File: config.mk
export PLATFORM = sky130hd
export DESIGN_NAME = leaky_relu_inv_stream
export DESIGN_NICKNAME = d
export VERILOG_FILES = /design/src/rtl/leaky_relu_inv_stream.sv
export SDC_FILE = /design/constraint.sdc
export NUM_CORES = 1
export LEC_CHECK = 0
export ABC_CLOCK_PERIOD_IN_PS = 1600
export CAP_MARGIN = 15
export CORE_AREA = 5 5 167 169
export CTS_BUF_LIST = sky130_fd_sc_hd__clkbuf_4
export DETAILED_ROUTE_END_ITERATION = 10
export DIE_AREA = 0 0 172 174
export GPL_TIMING_DRIVEN = 0
export PLACE_DENSITY_LB_ADDON = 0.12
export SLEW_MARGIN = 20
export SYNTH_ARGS = -nofsm -noshare
export SYNTH_HDL_FRONTEND = slang
export SYNTH_SLANG_ARGS = --single-unit
File: constraint.sdc
create_clock -name clk -period 1.6 [get_ports clk]
set_input_delay 0.32 -clock clk [delete_from_list [all_inputs] [get_ports clk]]
set_output_delay 0.32 -clock clk [all_outputs]
set_load 0.01 [all_outputs]
File: src/rtl/leaky_relu_inv_stream.sv
// leaky_relu_inv_stream
//   Streaming inverse leaky ReLU. It recovers the pre-activation x from an
//   activated y, one element per cycle, over a B*C*H*W tensor.
//   - y >= 0 : x = y
//   - y <  0 : x = (y * INV_SLOPE) >>> FRAC_WIDTH, saturated at the most
//              negative DATA_WIDTH value
//   The block also tracks frame position. The last element of every N-element
//   frame is tagged on out_last, and a frame_err pulse is raised when the
//   upstream in_last disagrees with that position.
//
// Ports
//   clk, rst_n             clock (rising edge), asynchronous active-low reset
//   in_valid/in_ready      input handshake
//   in_data                activated element y (signed)
//   in_last                upstream end-of-frame marker
//   out_valid/out_ready    output handshake
//   out_data               recovered element x (signed)
//   out_last               internally generated end-of-frame tag
//   out_sat                element was clamped to the negative limit
//   frame_err              one-cycle pulse after a mismatched input transfer
module leaky_relu_inv_stream #(
    parameter int                    DATA_WIDTH = 32,
    parameter int                    FRAC_WIDTH = 8,
    parameter logic [DATA_WIDTH-1:0] INV_SLOPE  = 32'h0000_6400,
    parameter int                    BATCH_SIZE = 1,
    parameter int                    CHANNELS   = 1,
    parameter int                    HEIGHT     = 4,
    parameter int                    WIDTH      = 4
) (
    input  logic                  clk,
    input  logic                  rst_n,
    input  logic                  in_valid,
    output logic                  in_ready,
    input  logic [DATA_WIDTH-1:0] in_data,
    input  logic                  in_last,
    output logic                  out_valid,
    input  logic                  out_ready,
    output logic [DATA_WIDTH-1:0] out_data,
    output logic                  out_last,
    output logic                  out_sat,
    output logic                  frame_err
);
    localparam int N     = BATCH_SIZE * CHANNELS * HEIGHT * WIDTH;
    localparam int CNT_W = (N > 1) ? $clog2(N) : 1;
    localparam int PW    = 2 * DATA_WIDTH;
    localparam logic [CNT_W-1:0] LAST_IDX = CNT_W'(N - 1);

    // Pipeline state
    logic                  s1_valid, s2_valid;
    logic [DATA_WIDTH-1:0] s1_y;
    logic                  s1_neg, s1_last;
    logic signed [PW-1:0]  s1_prod;
    logic [CNT_W-1:0]      cnt;

    logic s1_ready, s2_ready, in_fire;
    assign s2_ready  = !s2_valid || out_ready;
    assign s1_ready  = !s1_valid || s2_ready;
    assign in_ready  = s1_ready;
    assign in_fire   = in_valid && s1_ready;
    assign out_valid = s2_valid;

    // Framing. If in_last arrives early, the frame is closed at this element
    // and the counter resyncs. If in_last is missing at the counter's end,
    // the counter still wraps. Either way the tag follows "frame ends here".
    logic at_end, tag_last, mismatch;
    assign at_end   = (cnt == LAST_IDX);
    assign tag_last = at_end || in_last;
    assign mismatch = (in_last != at_end);

    // Explicit sign extension so that the multiply is a true signed
    // 2*DATA_WIDTH product.
    logic signed [PW-1:0] y_ext, k_ext, prod;
    assign y_ext = {{DATA_WIDTH{in_data[DATA_WIDTH-1]}}, in_data};
    assign k_ext = {{DATA_WIDTH{INV_SLOPE[DATA_WIDTH-1]}}, INV_SLOPE};
    assign prod  = y_ext * k_ext;

    // S2 select. A negative product only fits in DATA_WIDTH when every bit
    // from DATA_WIDTH-1 up is a sign copy (all ones). Otherwise it has fallen
    // below the negative limit. It cannot overflow positive because
    // INV_SLOPE > 0.
    logic signed [PW-1:0]  shifted;
    logic                  neg_fits, sat;
    logic [DATA_WIDTH-1:0] x_sel;
    assign shifted  = s1_prod >>> FRAC_WIDTH;
    assign neg_fits = &shifted[PW-1:DATA_WIDTH-1];

    always_comb begin
        sat   = 1'b0;
        x_sel = s1_y;
        if (s1_neg) begin
            if (neg_fits) begin
                x_sel = shifted[DATA_WIDTH-1:0];
            end else begin
                x_sel = {1'b1, {(DATA_WIDTH-1){1'b0}}};
                sat   = 1'b1;
            end
        end
    end

    always_ff @(posedge clk or negedge rst_n) begin
        if (!rst_n) begin
            cnt       <= '0;
            frame_err <= 1'b0;
            s1_valid  <= 1'b0;
            s1_y      <= '0;
            s1_neg    <= 1'b0;
            s1_prod   <= '0;
            s1_last   <= 1'b0;
            s2_valid  <= 1'b0;
            out_data  <= '0;
            out_last  <= 1'b0;
            out_sat   <= 1'b0;
        end else begin
            frame_err <= 1'b0;
            if (in_fire) begin
                cnt       <= tag_last ? '0 : cnt + CNT_W'(1);
                frame_err <= mismatch;
            end

            // S1 refills in the same cycle that S1 hands its element to S2.
            if (s1_ready) begin
                s1_valid <= in_valid;
                if (in_valid) begin
                    s1_y    <= in_data;
                    s1_neg  <= in_data[DATA_WIDTH-1];
                    s1_prod <= prod;
                    s1_last <= tag_last;
                end
            end

            // The output registers only load when S2 can move. This keeps the
            // outputs frozen while the downstream stalls.
            if (s2_ready) begin
                s2_valid <= s1_valid;
                if (s1_valid) begin
                    out_data <= x_sel;
                    out_last <= s1_last;
                    out_sat  <= sat;
                end
            end
        end
    end
endmodule
==> results_tabular.tex, run 1 <==
\begin{tabular}{lr}
\hline
Metric & Value \\
\hline
\multicolumn{2}{l}{\textbf{Status}} \\
\quad Outcome & finished with violations \\
\quad Failing checks & negative setup slack \\
\multicolumn{2}{l}{\textbf{Layout}} \\
\quad Final instance area & 11200 µm² \\
\quad Multi-input gate area in the final layout & 6310 µm² \\
\quad Area growth from synthesis to layout & 45.2\% \\
\quad Highest-count cells in the layout ignoring fill and taps & 200 x sky130\_fd\_sc\_hd\_\_nand2\_1, 108 x sky130\_fd\_sc\_hd\_\_dfrtp\_1, 68 x sky130\_fd\_sc\_hd\_\_ha\_4 \\
\quad Final core area utilization & 42.3\% \\
\quad Number of filler instances in the final layout & 2629 \\
\quad Fraction of layout cells with a size suffix above 1 & 33.1\% \\
\quad Commonest non-fill, non-tap cell in the layout & sky130\_fd\_sc\_hd\_\_nand2\_1 \\
\quad Reg area & 2730 µm² \\
\quad Count of nets after finishing & 1153 \\
\multicolumn{2}{l}{\textbf{Synthesis}} \\
\quad Number of flops mapped to enable cells by yosys & 0 \\
\quad Register bit count reported by yosys & 109 \\
\quad Post-synth net total & 1014 \\
\quad Async SR Flop Fraction & 100\% \\
\quad Mean instance size in the synthesized netlist & 9.11 µm² \\
\quad Count of different cell masters after synthesis & 56 \\
\quad Post-Synthesis Cell Area & 7700 µm² \\
\quad Proportion of synthesized chip area in sequential cells & 35.4\% \\
\quad Most used flip-flop cell after synthesis & sky130\_fd\_sc\_hd\_\_dfrtp\_1 \\
\quad Synthesized instance count & 846 \\
\quad YS warnings & 0 \\
\multicolumn{2}{l}{\textbf{Setup path}} \\
\quad Category of the critical setup timing path & in -> reg \\
\quad WP data required & 2.00 ns \\
\quad Critical Path Max Stage Delay & 0.48 ns \\
\quad Highest net fanout along the worst path & 4 \\
\quad Crit path top cell by count & sky130\_fd\_sc\_hd\_\_ha\_4 \\
\quad CP cell instances & buf\_12 -> ha\_4 -> fa\_1 -> ha\_4 -> ha\_4 -> buf\_6 -> a221oi\_4 -> buf\_6 -> a211oi\_4 -> o31ai\_4 -> o31a\_1 -> buf\_4 -> mux2\_4 -> o21ai\_2 \\
\quad Standard cell with the maximum stage delay on the critical path & sky130\_fd\_sc\_hd\_\_fa\_1 \\
\quad Worst Setup End Kind & flop \\
\quad Count of buffer and inverter cells on the critical path & 4 \\
\quad Worst setup SP type & input port \\
\quad Kind of cell with the highest combined delay on the critical path & adder cells \\
\quad Critical path arrival & 3.42 ns \\
\multicolumn{2}{l}{\textbf{Clocking}} \\
\quad Number of clock sinks & 109 \\
\quad Clock Root Buffer & sky130\_fd\_sc\_hd\_\_clkbuf\_4 \\
\quad H-tree Lvls & 3 \\
\quad Clock buffers created by TritonCTS & 9 \\
\quad Clock buffer depth & 2 \\
\quad Clock tree from TritonCTS & yes \\
\quad CTS clk-pin slew, worst paths & 0.18 ns \\
\quad Clock latency on the worst-skew pair & 0.47 ns \\
\multicolumn{2}{l}{\textbf{STA}} \\
\quad Transition at the pin with the smallest max-transition slack & 0.533 ns \\
\quad Final worst path period share & 189\% \\
\quad Setup repair after global routing missed its margin & true \\
\quad Setup slack after layout & -1.42 ns \\
\quad Final Hold Violating Endpoints & 0 \\
\quad Hold slack & 0.0639 ns \\
\quad Final setup violation count & 32 \\
\quad FMAX & 331 MHz \\
\quad Setup Total Neg Slack & -32.00 ns \\
\quad Setup clock skew after layout & 0.0165 ns \\
\quad Slew Viols, Final & 0 \\
\quad Final min period & 3.02 ns \\
\quad Worst max-slew margin expressed relative to the limit & 64.5\% \\
\multicolumn{2}{l}{\textbf{Global routing}} \\
\quad Antenna violations before repair & 1 \\
\quad Pin count of the biggest net entering global routing & 57 \\
\quad Gr ovfl total & 0 \\
\quad Number of global-route vias before repair & 6598 \\
\quad Global-route usage over all layers & 15.4\% \\
\quad Global-route wire length before repair & 36900 µm \\
\multicolumn{2}{l}{\textbf{Drt}} \\
\quad Average detailed-routed wire length per instance & 17.3 µm \\
\quad Number of nets with antenna violations after detailed routing & 0 \\
\quad Detailed-route vias per instance & 4.89 \\
\quad Via count of the routed design & 6511 \\
\quad DR iter-0 viols & 447 \\
\quad DRC errors left & 0 \\
\quad Routed WL & 23000 µm \\
\quad Number of detailed-routing iterations run before antenna repair & 4 \\
\multicolumn{2}{l}{\textbf{Floorplanning}} \\
\quad Horizontal die dimension & 172 µm \\
\quad Die area & 29900 µm² \\
\quad Top Ports & 74 \\
\quad Starting Density & 29.2\% \\
\quad Die Y-Extent & 174 µm \\
\quad Core Rows & 60 \\
\quad Core Box Area & 26400 µm² \\
\multicolumn{2}{l}{\textbf{Power and ir drop}} \\
\quad Static leakage & 4.89 nW \\
\quad Largest vdd supply drop & 0.403 mV \\
\quad Power Density & 1150 nW/µm² \\
\quad Overall power consumption & 12.9 mW \\
\multicolumn{2}{l}{\textbf{Place}} \\
\quad Placed wire-length estimate & 17600 µm \\
\quad Number of port buffers & 73 \\
\quad Final GP Congestion & 0.781 \\
\quad Instance area at placement & 9260 µm² \\
\multicolumn{2}{l}{\textbf{Min path}} \\
\quad Type of the tightest min-delay check & in -> reg \\
\multicolumn{2}{l}{\textbf{Job}} \\
\quad Maximum capacitance violations & 0 \\
\hline
\end{tabular}
-- logic make-up after synthesis --
group,Yosys count,share of synthesized area [%]
mux,4,0.552
flops,109,35.4
simple gates,311,17.8
xor+xnor,28,3.18
compound gates,204,15.9
fa+ha+maj,131,24.2
buf+inv,59,2.97
-- worst min-delay path, delay by kind of cell --
| kind | cells | cell delay, ns |
|---|---|---|
| buffers and inverters | 1 | 0.10 |
| and+or+nand+nor | 2 | 0.09 |
-- final timing paths --
path / startpoint / end / slack [ns] / cells past startpoint
setup reg to reg: out_valid / s1_prod[25] / -0.01 / 6
setup / recovery: in_data[5] / s1_prod[46] / -1.42 / 14
max in group asynchronous: rst_n / s1_y[7] / 0.58 / 3
min in group asynchronous: rst_n / out_data[30] / 0.35 / 2
hold reg to reg: s1_y[6] / s1_y[6] / 0.49 / 2
hold / removal: in_data[6] / s1_y[6] / 0.06 / 3
-- where the power goes --
group | internal, mW | switching, mW
Clock | 0.641 | 0.958
Sequential | 3.43 | 0.405
Combinational | 3.58 | 3.90
Total | 7.65 | 5.26
-- repair_timing --
action / 4_1_cts / 5_1_grt
endpoints found under the setup margin: 142 / 103
hold buffers: 1 / 0
setup buffers: 35 / 26
gates cloned: 0 / 0
resized for setup: 396 / 126
pin swaps: 84 / 89
hold endpoints to repair: 53 / 0
-- stage by stage --
stage          instances  worst slack [ns]
2_1_floorplan        846             -1.56
3_3_place_gp        1260             -4.24
3_5_place_dp        1261             -2.71
4_1_cts             1308             -1.37
5_1_grt             1332             -1.49
6_report            1332             -1.42
-- cell type report --
class                      instances  share of cell area, %
tap                              341                   3.81
inverter                          18                  0.638
antenna                            1                 0.0224
clock buffer                       9                  0.604
clock inverter                     7                  0.884
buffer                            34                   1.92
multi-input combinational        678                   56.4
sequential                       109                   24.4
timing repair buffer             135                   11.3
-- registers in the layout, indices dropped and copies added (netlist names), 4 cells and up --
signal,cells
s1_prod,35
s1_y,32
cnt,4
out_data,32
-- metal layers --
| layer | vias up | wire, µm | track usage (%) |
|---|---|---|---|
| met5 | - | 0 | 0 |
| met4 | 0 | 216 | 3.14 |
| met3 | 12 | 673 | 0.955 |
| met2 | 87 | 10200 | 22.7 |
| met1 | 3178 | 12000 | 24.6 |
| li1 | 3234 | - | - |
-- synthesized netlist by cell type (3+ instances only) --
library cell	number	area, µm²
sky130_fd_sc_hd__fa_1	30	601
sky130_fd_sc_hd__nand3b_1	3	22.5
sky130_fd_sc_hd__o21ai_1	16	80.1
sky130_fd_sc_hd__a21o_1	9	67.6
sky130_fd_sc_hd__and2_1	3	18.8
sky130_fd_sc_hd__clkbuf_1	34	128
sky130_fd_sc_hd__nand4_1	7	43.8
sky130_fd_sc_hd__a21oi_1	36	180
sky130_fd_sc_hd__nor2b_1	30	188
sky130_fd_sc_hd__and3_1	6	37.5
sky130_fd_sc_hd__xnor2_1	12	105
sky130_fd_sc_hd__nand2b_1	9	56.3
sky130_fd_sc_hd__nand3_1	14	70.1
sky130_fd_sc_hd__nand2_1	209	785
sky130_fd_sc_hd__a31oi_1	34	213
sky130_fd_sc_hd__a211oi_1	5	37.5
sky130_fd_sc_hd__nor3_1	4	20.0
sky130_fd_sc_hd__buf_2	3	15.0
sky130_fd_sc_hd__dfrtp_1	109	2730
sky130_fd_sc_hd__nor2_1	18	67.6
sky130_fd_sc_hd__o21ai_0	74	370
sky130_fd_sc_hd__xor2_1	16	140
sky130_fd_sc_hd__o211ai_1	5	37.5
sky130_fd_sc_hd__inv_1	18	67.6
sky130_fd_sc_hd__ha_1	101	1260
sky130_fd_sc_hd__o21bai_1	3	22.5
sky130_fd_sc_hd__buf_1	3	11.3
Note: power is estimated with default switching activity, not from simulation.
==> run 2, diff against run 1 <==
==> constraint.sdc (replaced) <==
create_clock -name clk -period 1.6 [get_ports clk]
set_input_delay 0.32 -clock clk [delete_from_list [all_inputs] [get_ports clk]]
set_output_delay 0.32 -clock clk [all_outputs]
set_load 0.02 [all_outputs]
==> run 2 against run 1 <==
  * The run still ends with negative setup slack left
  * Non-clock buffer count is 2 lower
  * Maximum frequency is 0.21% higher
  * Power is 3.3% lower
  * Setup slack better by 0.0063 ns
  * Cell area is 2.7% lower
  * Critical path depth is 1 lower
  * Global-route usage is 0.16 points lower
  * Clock skew is 0.00059 ns higher
  * Hold slack better by 0.016 ns
  * Register-to-register slack worse by 0.02 ns
  * Clock power is 3% lower
  * Highest routed layer unchanged
==> results_tabular.tex, run 2 (synthesized netlist as in run 1, its figures left out) <==
\begin{tabular}{lr}
\hline
Metric & Value \\
\hline
\multicolumn{2}{l}{\textbf{Drt}} \\
\quad DRC errors left & 0 \\
\quad Number of detailed-routing iterations run before antenna repair & 4 \\
\quad Routed WL & 22900 µm \\
\quad DR iter-0 viols & 459 \\
\quad Highest metal layer with signal wires & met4 \\
\quad Detailed-route vias per instance & 4.87 \\
\quad Amount of wire on met2 after detailed routing & 10000 µm \\
\quad Number of nets with antenna violations after detailed routing & 0 \\
\quad Average detailed-routed wire length per instance & 17.2 µm \\
\quad Via count of the routed design & 6471 \\
\quad Post-Route M1 WL & 11900 µm \\
\quad Sum of met3 wire segment lengths after detailed routing & 798 µm \\
\multicolumn{2}{l}{\textbf{Job}} \\
\quad Maximum capacitance violations & 0 \\
\multicolumn{2}{l}{\textbf{Layout}} \\
\quad Max reg flops & 35 \\
\quad Area growth from synthesis to layout & 41.3\% \\
\quad Final standard cell count with taps included and fillers excluded & 1330 \\
\quad Fraction of layout cells with a size suffix above 1 & 30.1\% \\
\quad Register with the highest flop count & s1\_prod \\
\quad Leading registers by flop count & s1\_prod (35), out\_data (32), s1\_y (32) \\
\quad Count of nets after finishing & 1151 \\
\quad Highest-count cells in the layout ignoring fill and taps & 199 x sky130\_fd\_sc\_hd\_\_nand2\_1, 108 x sky130\_fd\_sc\_hd\_\_dfrtp\_1, 52 x sky130\_fd\_sc\_hd\_\_ha\_4 \\
\quad Commonest non-fill, non-tap cell in the layout & sky130\_fd\_sc\_hd\_\_nand2\_1 \\
\multicolumn{2}{l}{\textbf{STA}} \\
\quad Final Hold Violating Endpoints & 0 \\
\quad FMAX & 332 MHz \\
\quad Slew Viols, Final & 0 \\
\quad Setup clock skew after layout & 0.0171 ns \\
\quad Transition at the pin with the smallest max-transition slack & 0.502 ns \\
\quad Final min period & 3.01 ns \\
\quad Setup slack after layout & -1.41 ns \\
\quad Worst max-slew margin expressed relative to the limit & 66.5\% \\
\quad Final worst path period share & 188\% \\
\quad Final setup violation count & 33 \\
\quad Setup repair after global routing missed its margin & true \\
\quad Setup Total Neg Slack & -33.90 ns \\
\multicolumn{2}{l}{\textbf{Power and ir drop}} \\
\quad Share of total power in the clock network & 12.4\% \\
\quad Power Density & 1150 nW/µm² \\
\quad Static leakage & 4.87 nW \\
\quad Internal portion of total power & 7.35 mW \\
\quad Net Switching & 5.15 mW \\
\quad Sequential share of power & 30.7\% \\
\quad Switching share of power & 41.2\% \\
\quad Largest vdd supply drop & 0.399 mV \\
\quad Combinational fraction of design power & 56.9\% \\
\quad Overall power consumption & 12.5 mW \\
\multicolumn{2}{l}{\textbf{Status}} \\
\quad Failing checks & negative setup slack \\
\quad Outcome & finished with violations \\
\multicolumn{2}{l}{\textbf{Floorplanning}} \\
\quad Core Rows & 60 \\
\quad Horizontal die dimension & 172 µm \\
\quad Top Ports & 74 \\
\quad Core Box Area & 26400 µm² \\
\quad Die area & 29900 µm² \\
\quad Die Y-Extent & 174 µm \\
\quad Starting Density & 29.2\% \\
\multicolumn{2}{l}{\textbf{Place}} \\
\quad Total placed cells including tap cells & 1261 \\
\quad Final GP Congestion & 0.781 \\
\quad Number of port buffers & 73 \\
\quad Placed wire-length estimate & 17400 µm \\
\multicolumn{2}{l}{\textbf{Clocking}} \\
\quad Clock latency on the worst-skew pair & 0.46 ns \\
\quad CTS clk-pin slew, worst paths & 0.17 ns \\
\quad Clock buffer depth & 2 \\
\quad Number of clock sinks & 109 \\
\quad Clock Root Buffer & sky130\_fd\_sc\_hd\_\_clkbuf\_4 \\
\quad Clock tree from TritonCTS & yes \\
\quad H-tree Lvls & 3 \\
\quad Clock buffers created by TritonCTS & 9 \\
\multicolumn{2}{l}{\textbf{Setup path}} \\
\quad Worst reg2reg path startpoint & out\_valid \\
\quad RR Endpoint & s1\_prod[33] \\
\quad Depth of the most critical reg-to-reg path & 6 \\
\quad WP data required & 2.01 ns \\
\quad Worst Setup End Kind & flop \\
\quad Category of the critical setup timing path & in -> reg \\
\quad Reg-to-reg slack, setup & -0.03 ns \\
\quad Highest net fanout along the worst path & 5 \\
\quad Critical path arrival & 3.42 ns \\
\quad Worst setup SP type & input port \\
\multicolumn{2}{l}{\textbf{Min path}} \\
\quad Min-Delay Path Depth & 3 \\
\quad Type of the tightest min-delay check & in -> reg \\
\quad Destination of the worst hold path & s1\_y[6] \\
\quad Hold Crit Start & in\_data[6] \\
\multicolumn{2}{l}{\textbf{Global routing}} \\
\quad Pin count of the biggest net entering global routing & 62 \\
\quad Number of global-route vias before repair & 6540 \\
\quad Antenna violations before repair & 1 \\
\quad Global-route usage over all layers & 15.2\% \\
\quad Global-route wire length before repair & 36300 µm \\
\quad Gr ovfl total & 0 \\
\hline
\end{tabular}
run 2: changes by cell type in the layout (fill, tap and decap cells not counted), moves of 4 or more:
cell                              delta
sky130_fd_sc_hd__a21oi_1             +4
sky130_fd_sc_hd__clkdlybuf4s15_1     +5
sky130_fd_sc_hd__ha_1               +14
sky130_fd_sc_hd__ha_4               -16
sky130_fd_sc_hd__dlygate4sd2_1       -6
sky130_fd_sc_hd__buf_4               -9
sky130_fd_sc_hd__buf_2               +8
run 2: timing repair:
item / in CTS / in global routing
hold buffers: 1 / 0
setup buffers: 36 / 21
endpoints found under the setup margin: 140 / 109
gates resized for setup: 382 / 97
pin swaps: 94 / 54
endpoints found under the hold margin: 48 / 0
cloned: 0 / 1
run 2: worst max-delay path: stages:
cell and delay, ns:
sky130_fd_sc_hd__buf_12 0.11, sky130_fd_sc_hd__ha_4 0.23, sky130_fd_sc_hd__fa_1 0.52, sky130_fd_sc_hd__ha_4 0.22, sky130_fd_sc_hd__ha_4 0.26, sky130_fd_sc_hd__buf_6 0.10
sky130_fd_sc_hd__and4_4 0.24, sky130_fd_sc_hd__nand2_4 0.06, sky130_fd_sc_hd__a211oi_4 0.29, sky130_fd_sc_hd__o31ai_4 0.10, sky130_fd_sc_hd__o31a_1 0.39, sky130_fd_sc_hd__or4_4 0.51
sky130_fd_sc_hd__nand3_2 0.07
run 2: routing by layer:
metal / up-vias / track usage [%]
li1: 3228 / -
met1: 3131 / 24.1
met2: 102 / 22.6
met3: 10 / 1.27
met4: 0 / 2.95
met5: - / 0
run 2: area by class of cell:
type	instances	area (µm²)
Antenna cell	1	2.50
Buffer	36	240
Clock buffer	9	67.6
Clock inverter	7	88.8
Fill cell	2682	15500
Inverter	18	67.6
Multi-Input combinational cell	678	6030
Sequential cell	109	2730
Tap cell	341	427
Timing Repair Buffer	131	1230
run 2: worst max-delay path by stage:
stage | start | cells after the start | slack [ns] | to
finish | in_data[8] | 13 | -1.41 | s1_prod[42]
CTS | in_data[7] | 13 | -1.38 | s1_prod[46]
detailed placement | in_data[8] | 13 | -2.69 | s1_prod[46]
global route | in_data[10] | 12 | -1.43 | s1_prod[42]
floorplan | in_data[7] | 12 | -1.56 | s1_prod[42]
global placement | rst_n | 1 | -4.26 | s1_prod[22]
run 2: metrics by stage:
step	utilization, %	setup WS [ns]	area [µm²]	hold slack [ns]
detailed placement	35.1	-2.69	9270	0.291
global route	41.2	-1.43	10900	0.0429
floorplan	-	-1.56	8090	0.0244
global placement	35.0	-4.26	9250	0.452
finish	41.2	-1.41	10900	0.0801
CTS	39.1	-1.38	10300	0.0466
run 2: power by group through the flow:
| stage | combinational [mW] | clock [mW] | sequential (mW) |
|---|---|---|---|
| floorplan | 3.57 | 0 | 3.98 |
| global placement | 5.38 | 0 | 3.90 |
| detailed placement | 5.40 | 0 | 3.92 |
| CTS | 6.55 | 1.60 | 3.84 |
| global route | 7.84 | 1.71 | 3.92 |
| finish | 7.11 | 1.55 | 3.83 |
